[config.mk]
export PLATFORM = sky130hd
export DESIGN_NAME = lsu_agu
export DESIGN_NICKNAME = d
export VERILOG_FILES = /design/src/rtl/lsu_agu.sv
export SDC_FILE = /design/constraint.sdc
export NUM_CORES = 1
export LEC_CHECK = 0
export CAP_MARGIN = 20
export CORE_ASPECT_RATIO = 0.6
export CORE_MARGIN = 3
export CORE_UTILIZATION = 48
export DETAILED_ROUTE_END_ITERATION = 6
export PLACE_DENSITY = 0.87
export SYNTH_ARGS = -nofsm -noshare
export SYNTH_HDL_FRONTEND = slang
export SYNTH_SLANG_ARGS = --single-unit
[constraint.sdc]
create_clock -name clock -period 13.6 [get_ports clock]
set_clock_uncertainty 0.2 [all_clocks]
set_input_delay 3.4 -clock clock [delete_from_list [all_inputs] [get_ports clock]]
set_output_delay 3.4 -clock clock [all_outputs]
set_load 0.02 [all_outputs]
[src/rtl/lsu_agu.sv]
// rtl/lsu_agu.sv - load/store address generation and dcache sequencing ahead of writeback
// Optional alignment fault reporting is enabled by defining LSU_ALIGN_CHECK_EN.
module lsu_agu (
  input  logic        clock,
  input  logic        reset_n,
  input  logic        in_valid,
  output logic        in_ready,
  input  logic [4:0]  in_uop,
  input  logic [31:0] in_base,
  input  logic [31:0] in_offset,
  input  logic        in_up,
  input  logic        in_pre,
  input  logic        in_wback,
  input  logic [3:0]  in_rd,
  input  logic [3:0]  in_rn,
  input  logic [31:0] in_store_data,
  output logic [31:0] cache_addr,
  output logic [31:0] cache_data_in,
  output logic [4:0]  cache_uop,
  input  logic [31:0] cache_data_out,
  output logic        wb_valid,
  input  logic        wb_ready,
  output logic        wb_rd_en,
  output logic [3:0]  wb_rd,
  output logic [31:0] wb_rd_data,
  output logic        wb_rn_en,
  output logic [3:0]  wb_rn,
  output logic [31:0] wb_rn_data,
  output logic        fault,
  output logic [31:0] fault_addr
);

  localparam logic [4:0] STR_UOP = 5'b01001;
  localparam logic [4:0] LDR_UOP = 5'b01010;
  localparam logic [4:0] NOP_UOP = 5'b00000;

  typedef enum logic [1:0] {S_IDLE, S_ACCESS, S_READ, S_WB} state_t;

  state_t      state_q, state_d;
  logic [31:0] cache_addr_q, cache_addr_d;
  logic [31:0] cache_data_in_q, cache_data_in_d;
  logic [4:0]  cache_uop_q, cache_uop_d;
  logic [3:0]  rd_q, rd_d, rn_q, rn_d;
  logic [31:0] upd_q, upd_d;
  logic        wback_q, wback_d;
  logic        is_ld_q, is_ld_d;
  logic        wb_valid_q, wb_valid_d;
  logic        wb_rd_en_q, wb_rd_en_d;
  logic        wb_rn_en_q, wb_rn_en_d;
  logic [31:0] wb_rd_data_q, wb_rd_data_d;
  logic        fault_q, fault_d;
  logic [31:0] fault_addr_q, fault_addr_d;

  logic [31:0] upd, ea;
  logic        is_mem, misaligned;

  assign upd    = in_up ? (in_base + in_offset) : (in_base - in_offset);
  assign ea     = in_pre ? upd : in_base;
  assign is_mem = (in_uop == STR_UOP) || (in_uop == LDR_UOP);

`ifdef LSU_ALIGN_CHECK_EN
  assign misaligned = |ea[1:0];
`else
  // Byte offset within the word is dropped when alignment checking is off.
  logic unused_ea_lsb;
  assign unused_ea_lsb = ^ea[1:0];
  assign misaligned    = 1'b0;
`endif

  always_comb begin
    state_d         = state_q;
    cache_addr_d    = cache_addr_q;
    cache_data_in_d = cache_data_in_q;
    cache_uop_d     = cache_uop_q;
    rd_d            = rd_q;
    rn_d            = rn_q;
    upd_d           = upd_q;
    wback_d         = wback_q;
    is_ld_d         = is_ld_q;
    wb_valid_d      = wb_valid_q;
    wb_rd_en_d      = wb_rd_en_q;
    wb_rn_en_d      = wb_rn_en_q;
    wb_rd_data_d    = wb_rd_data_q;
    fault_d         = 1'b0;
    fault_addr_d    = fault_addr_q;
    case (state_q)
      S_IDLE: begin
        if (in_valid && is_mem) begin
          if (misaligned) begin
            fault_d      = 1'b1;
            fault_addr_d = ea;
          end else begin
            cache_addr_d    = {2'b00, ea[31:2]};
            cache_uop_d     = in_uop;
            cache_data_in_d = (in_uop == STR_UOP) ? in_store_data : 32'h0;
            rd_d            = in_rd;
            rn_d            = in_rn;
            upd_d           = upd;
            wback_d         = in_wback;
            is_ld_d         = (in_uop == LDR_UOP);
            state_d         = S_ACCESS;
          end
        end
      end
      S_ACCESS: begin
        // dcache samples the op on this edge, so the request is withdrawn here.
        cache_uop_d     = NOP_UOP;
        cache_data_in_d = 32'h0;
        if (is_ld_q) begin
          state_d = S_READ;
        end else if (wback_q) begin
          wb_valid_d = 1'b1;
          wb_rd_en_d = 1'b0;
          wb_rn_en_d = 1'b1;
          state_d    = S_WB;
        end else begin
          state_d = S_IDLE;
        end
      end
      S_READ: begin
        wb_rd_data_d = cache_data_out;
        wb_rd_en_d   = 1'b1;
        wb_rn_en_d   = wback_q;
        wb_valid_d   = 1'b1;
        state_d      = S_WB;
      end
      S_WB: begin
        if (wb_ready) begin
          wb_valid_d = 1'b0;
          wb_rd_en_d = 1'b0;
          wb_rn_en_d = 1'b0;
          state_d    = S_IDLE;
        end
      end
      default: state_d = S_IDLE;
    endcase
  end

  always_ff @(posedge clock) begin
    if (!reset_n) begin
      state_q         <= S_IDLE;
      cache_addr_q    <= 32'h0;
      cache_data_in_q <= 32'h0;
      cache_uop_q     <= NOP_UOP;
      rd_q            <= 4'h0;
      rn_q            <= 4'h0;
      upd_q           <= 32'h0;
      wback_q         <= 1'b0;
      is_ld_q         <= 1'b0;
      wb_valid_q      <= 1'b0;
      wb_rd_en_q      <= 1'b0;
      wb_rn_en_q      <= 1'b0;
      wb_rd_data_q    <= 32'h0;
      fault_q         <= 1'b0;
      fault_addr_q    <= 32'h0;
    end else begin
      state_q         <= state_d;
      cache_addr_q    <= cache_addr_d;
      cache_data_in_q <= cache_data_in_d;
      cache_uop_q     <= cache_uop_d;
      rd_q            <= rd_d;
      rn_q            <= rn_d;
      upd_q           <= upd_d;
      wback_q         <= wback_d;
      is_ld_q         <= is_ld_d;
      wb_valid_q      <= wb_valid_d;
      wb_rd_en_q      <= wb_rd_en_d;
      wb_rn_en_q      <= wb_rn_en_d;
      wb_rd_data_q    <= wb_rd_data_d;
      fault_q         <= fault_d;
      fault_addr_q    <= fault_addr_d;
    end
  end

  assign in_ready      = (state_q == S_IDLE);
  assign cache_addr    = cache_addr_q;
  assign cache_data_in = cache_data_in_q;
  assign cache_uop     = cache_uop_q;
  assign wb_valid      = wb_valid_q;
  assign wb_rd_en      = wb_rd_en_q;
  assign wb_rd         = rd_q;
  assign wb_rd_data    = wb_rd_data_q;
  assign wb_rn_en      = wb_rn_en_q;
  assign wb_rn         = rn_q;
  assign wb_rn_data    = upd_q;
  assign fault         = fault_q;
  assign fault_addr    = fault_addr_q;

endmodule

==> results by group <==
Clocking
  • # hold bufs at CTS: 0
  • Post-cts repair resize count: 0
  • H-tree Lvls: 4
  • CTS Buffer Depth: 2
  • Num CTS Buffers: 17
  • Root Buffer: clkbuf_16
  • Setup bufs post-CTS: 0
  • Clock sinks: 146
  • CTS tree: yes
  • Clk pin slew, worst setup/hold paths: roughly 0.07 ns
  • Clk_lat worst skew: around 0.41 ns

Yosys
  • EDFF count, synth: 0
  • Distinct cells, synth: between 70 and 80
  • Register bit total from synthesis: between 100 and 150
  • Post-synth top cells: nand2_1, dfxtp_1, a21oi_1
  • Synth Warn #: 0
  • Top cell type's share of synthesized area: 0.355
  • Top-count cell post-synth: nand2_1
  • Syn Area/Cell: 7.92 µm²
  • Area leader, netlist: dfxtp_1
  • Cell count after synthesis: 1039
  • Async SR Flop Fraction: 0
  • Post-Syn Area: 8230 µm²
  • Synth Flop Type: dfxtp_1
  • Synth area leaders: dfxtp_1, a21oi_1, nand2_1, ha_1, nor2_1
  • Register area share after synthesis: 0.355

STA
  • Slew Limit Headroom: 0.260
  • Final worst path period need: 7.76 ns
  • Max Slew Vio Count: 0
  • RSZ-0062 raised after global routing: false
  • Final hold viol count: 0
  • F_max: about 130 MHz
  • TNS Setup: 0 ns
  • Worst Max-Slew Pin Slew: between 1 and 1.5 ns
  • Hold Slack: 0.254 ns
  • Final setup vio count: 0
  • Final period utilization: 0.570

Die
  • # rows: 36
  • Die X: between 150 and 200 µm
  • Initial core utilization: 0.499
  • Die area: 18800 µm²
  • Core ar.: 16500 µm²
  • Io pins: between 300 and 400
  • Die Ht: 107 µm

Layout
  • Design area: ~12000 µm²
  • Final Util: 0.709
  • Antenna diode count: 0
  • Area Overhead vs Synth: 42.1%
  • Final std cells w/o fill: about 1500
  • Fin nets: 1479
  • Share of cells above drive strength 1: 0.0514

Pwr
  • Sw Share: 0.324
  • PD cells: 102 nW/µm²
  • Leakage: 4.35 nW
  • Sw Pwr: 0.000385 W
  • Combinational share of power: 0.245
  • Peak supply drop: 0.0000668 V
  • Clk pwr share: 0.387
  • Power Internal: 0.000802 W
  • Reg power frac: 0.368

Setup path
  • Arr. time, crit path: 7.85 ns
  • Data required, critical path: 13.70 ns
  • Critical path endpoint category: register
  • Worst Path Buf+Inv: 1
  • Crit path cell chain: clkdlybuf4s50_1, or4_4, nor4_4, nor3b_1, a21oi_1, xor2_1, ha_1, nand2_1, o21ai_0, nor2_1, a21oi_1, a21bo_2, o41ai_4, a21oi_1, or3_1
  • R2r setup slk: 11.16 ns
  • Kind of critical path: in -> reg
  • Crit start category: input port
  • Slowest Stage Delay on Critical Path: 0.61 ns
  • Max FO, Critical Path: 10
  • Worst path top cell family by delay: simple AND/OR/NAND/NOR gates
  • Slowest cell on crit path: or4_4
  • Worst path most repeated cell: a21oi_1

Placement
  • Placed Cells: roughly 1500
  • Post-detailed-placement half-perimeter wirelength: 21.0 mm
  • RePlAce Congestion: ~0.93
  • Port Buffer Count: 290
  • Post-place instance area: 11100 µm²

Drt
  • Starting DRT DRC Count: 822
  • DRC viols: 0
  • DR vias: 8550
  • DR WL/cell: approximately 18 µm
  • Detailed-router iteration count before antenna repair: 5
  • Post-route ant nets: 0
  • Drt via density: 5.58
  • Post-Route WL: 27.8 mm

GRT
  • GR Overflow Total: 0
  • GR Util All Layers: 0.284
  • Initial antenna violation count: 0
  • Vias in the first global route: 7944
  • Global-route wire length before repair: 43.2 mm
  • Largest net degree at the start of global routing: 102

Status
  • Status: complete, no violations

Min path
  • Hold crit path type: reg -> reg

Job
  • Max Cap Viol: 0
==> worst reg2reg max path, delay by kind of cell (launching register included) <==
family | cells | cell delay (ns)
buffers and inverters | 1 | 0.81
AND/OR/NAND/NOR | 4 | 0.92
flip-flops | 1 | 0.46
==> layout by cell type (no fill, tap or decap), types with 12 or more instances in the layout <==
| master | instances |
|---|---|
| a211oi_1 | 14 |
| a21o_1 | 12 |
| a21oi_1 | 144 |
| a22oi_1 | 30 |
| clkbuf_16 | 17 |
| clkdlybuf4s50_1 | 289 |
| conb_1 | 35 |
| dfxtp_1 | 146 |
| ha_1 | 39 |
| inv_1 | 13 |
| mux2i_1 | 21 |
| nand2_1 | 175 |
| nand3_1 | 13 |
| nand4_1 | 14 |
| nor2_1 | 91 |
| o21ai_0 | 37 |
| xnor2_1 | 23 |
| xor2_1 | 35 |
==> cell families after synthesis <==
logic type / count (synthesis) / synth area share
other: 1 / 0.000456
AND/OR/NAND/NOR: 364 / 0.203
AO/OA/AOI/OAI: 289 / 0.214
adder cells (fa/ha/maj): 40 / 0.0618
multiplexers: 25 / 0.0310
flip-flops: 146 / 0.355
buffers and inverters: 115 / 0.0703
XOR/XNOR: 59 / 0.0637
==> state kept, by name, indices dropped and copies added (netlist names), 4 cells and up, named ones only <==
register / count
cache_data_in: 32
cache_uop: 5
wb_rd_data: 32
wb_rn_data: 32
wb_rd: 4
wb_rn: 4
cache_addr: 30
==> path summary, 6_finish.rpt <==
check | start | to | depth (start not counted)
setup reg to reg | state_q[0] | wb_rn_data[31] | 5
hold reg to reg | wb_rd_data[22] | wb_rd_data[22] | 2
setup / recovery | in_offset[9] | wb_rn_data[31] | 15
hold / removal | wb_rd_data[22] | wb_rd_data[22] | 2
==> layout make-up <==
class / instances / area, µm²
fill: 1357 / 4800
multi-input combinational: 812 / 4860
clock inverter: 14 / 141
tap: 228 / 285
timing repair buffer: 300 / 2990
inverter: 14 / 53.8
sequential: 146 / 2920
clock buffer: 18 / 429
==> power by group through the flow <==
stage | registers [W] | logic [W] | clock network (W)
6_report | 0.000437 | 0.000291 | 0.000459
4_1_cts | 0.000436 | 0.000285 | 0.000466
2_1_floorplan | 0.000452 | 0.000177 | 0
5_1_grt | 0.000437 | 0.000314 | 0.000485
3_5_place_dp | 0.000446 | 0.000284 | 0
3_3_place_gp | 0.000446 | 0.000280 | 0
==> metal layers <==
layer	vias to the layer above	share of wire	global-route usage
met5	-	0	0
met3	34	0.094	0.0751
met1	3997	0.45	0.399
met4	0	0.017	0.0683
met2	431	0.44	0.435
li1	4088	-	-
==> stage by stage <==
| step | total power (W) | setup WS, ns |
|---|---|---|
| 2_1_floorplan | 0.000629 | 6.37 |
| 3_3_place_gp | 0.000726 | 5.34 |
| 3_5_place_dp | 0.000730 | 5.22 |
| 4_1_cts | 0.00119 | 5.64 |
| 5_1_grt | 0.00124 | 5.56 |
| 6_report | 0.00119 | 5.84 |
No activity file was read; power rests on OpenSTA's default activity.
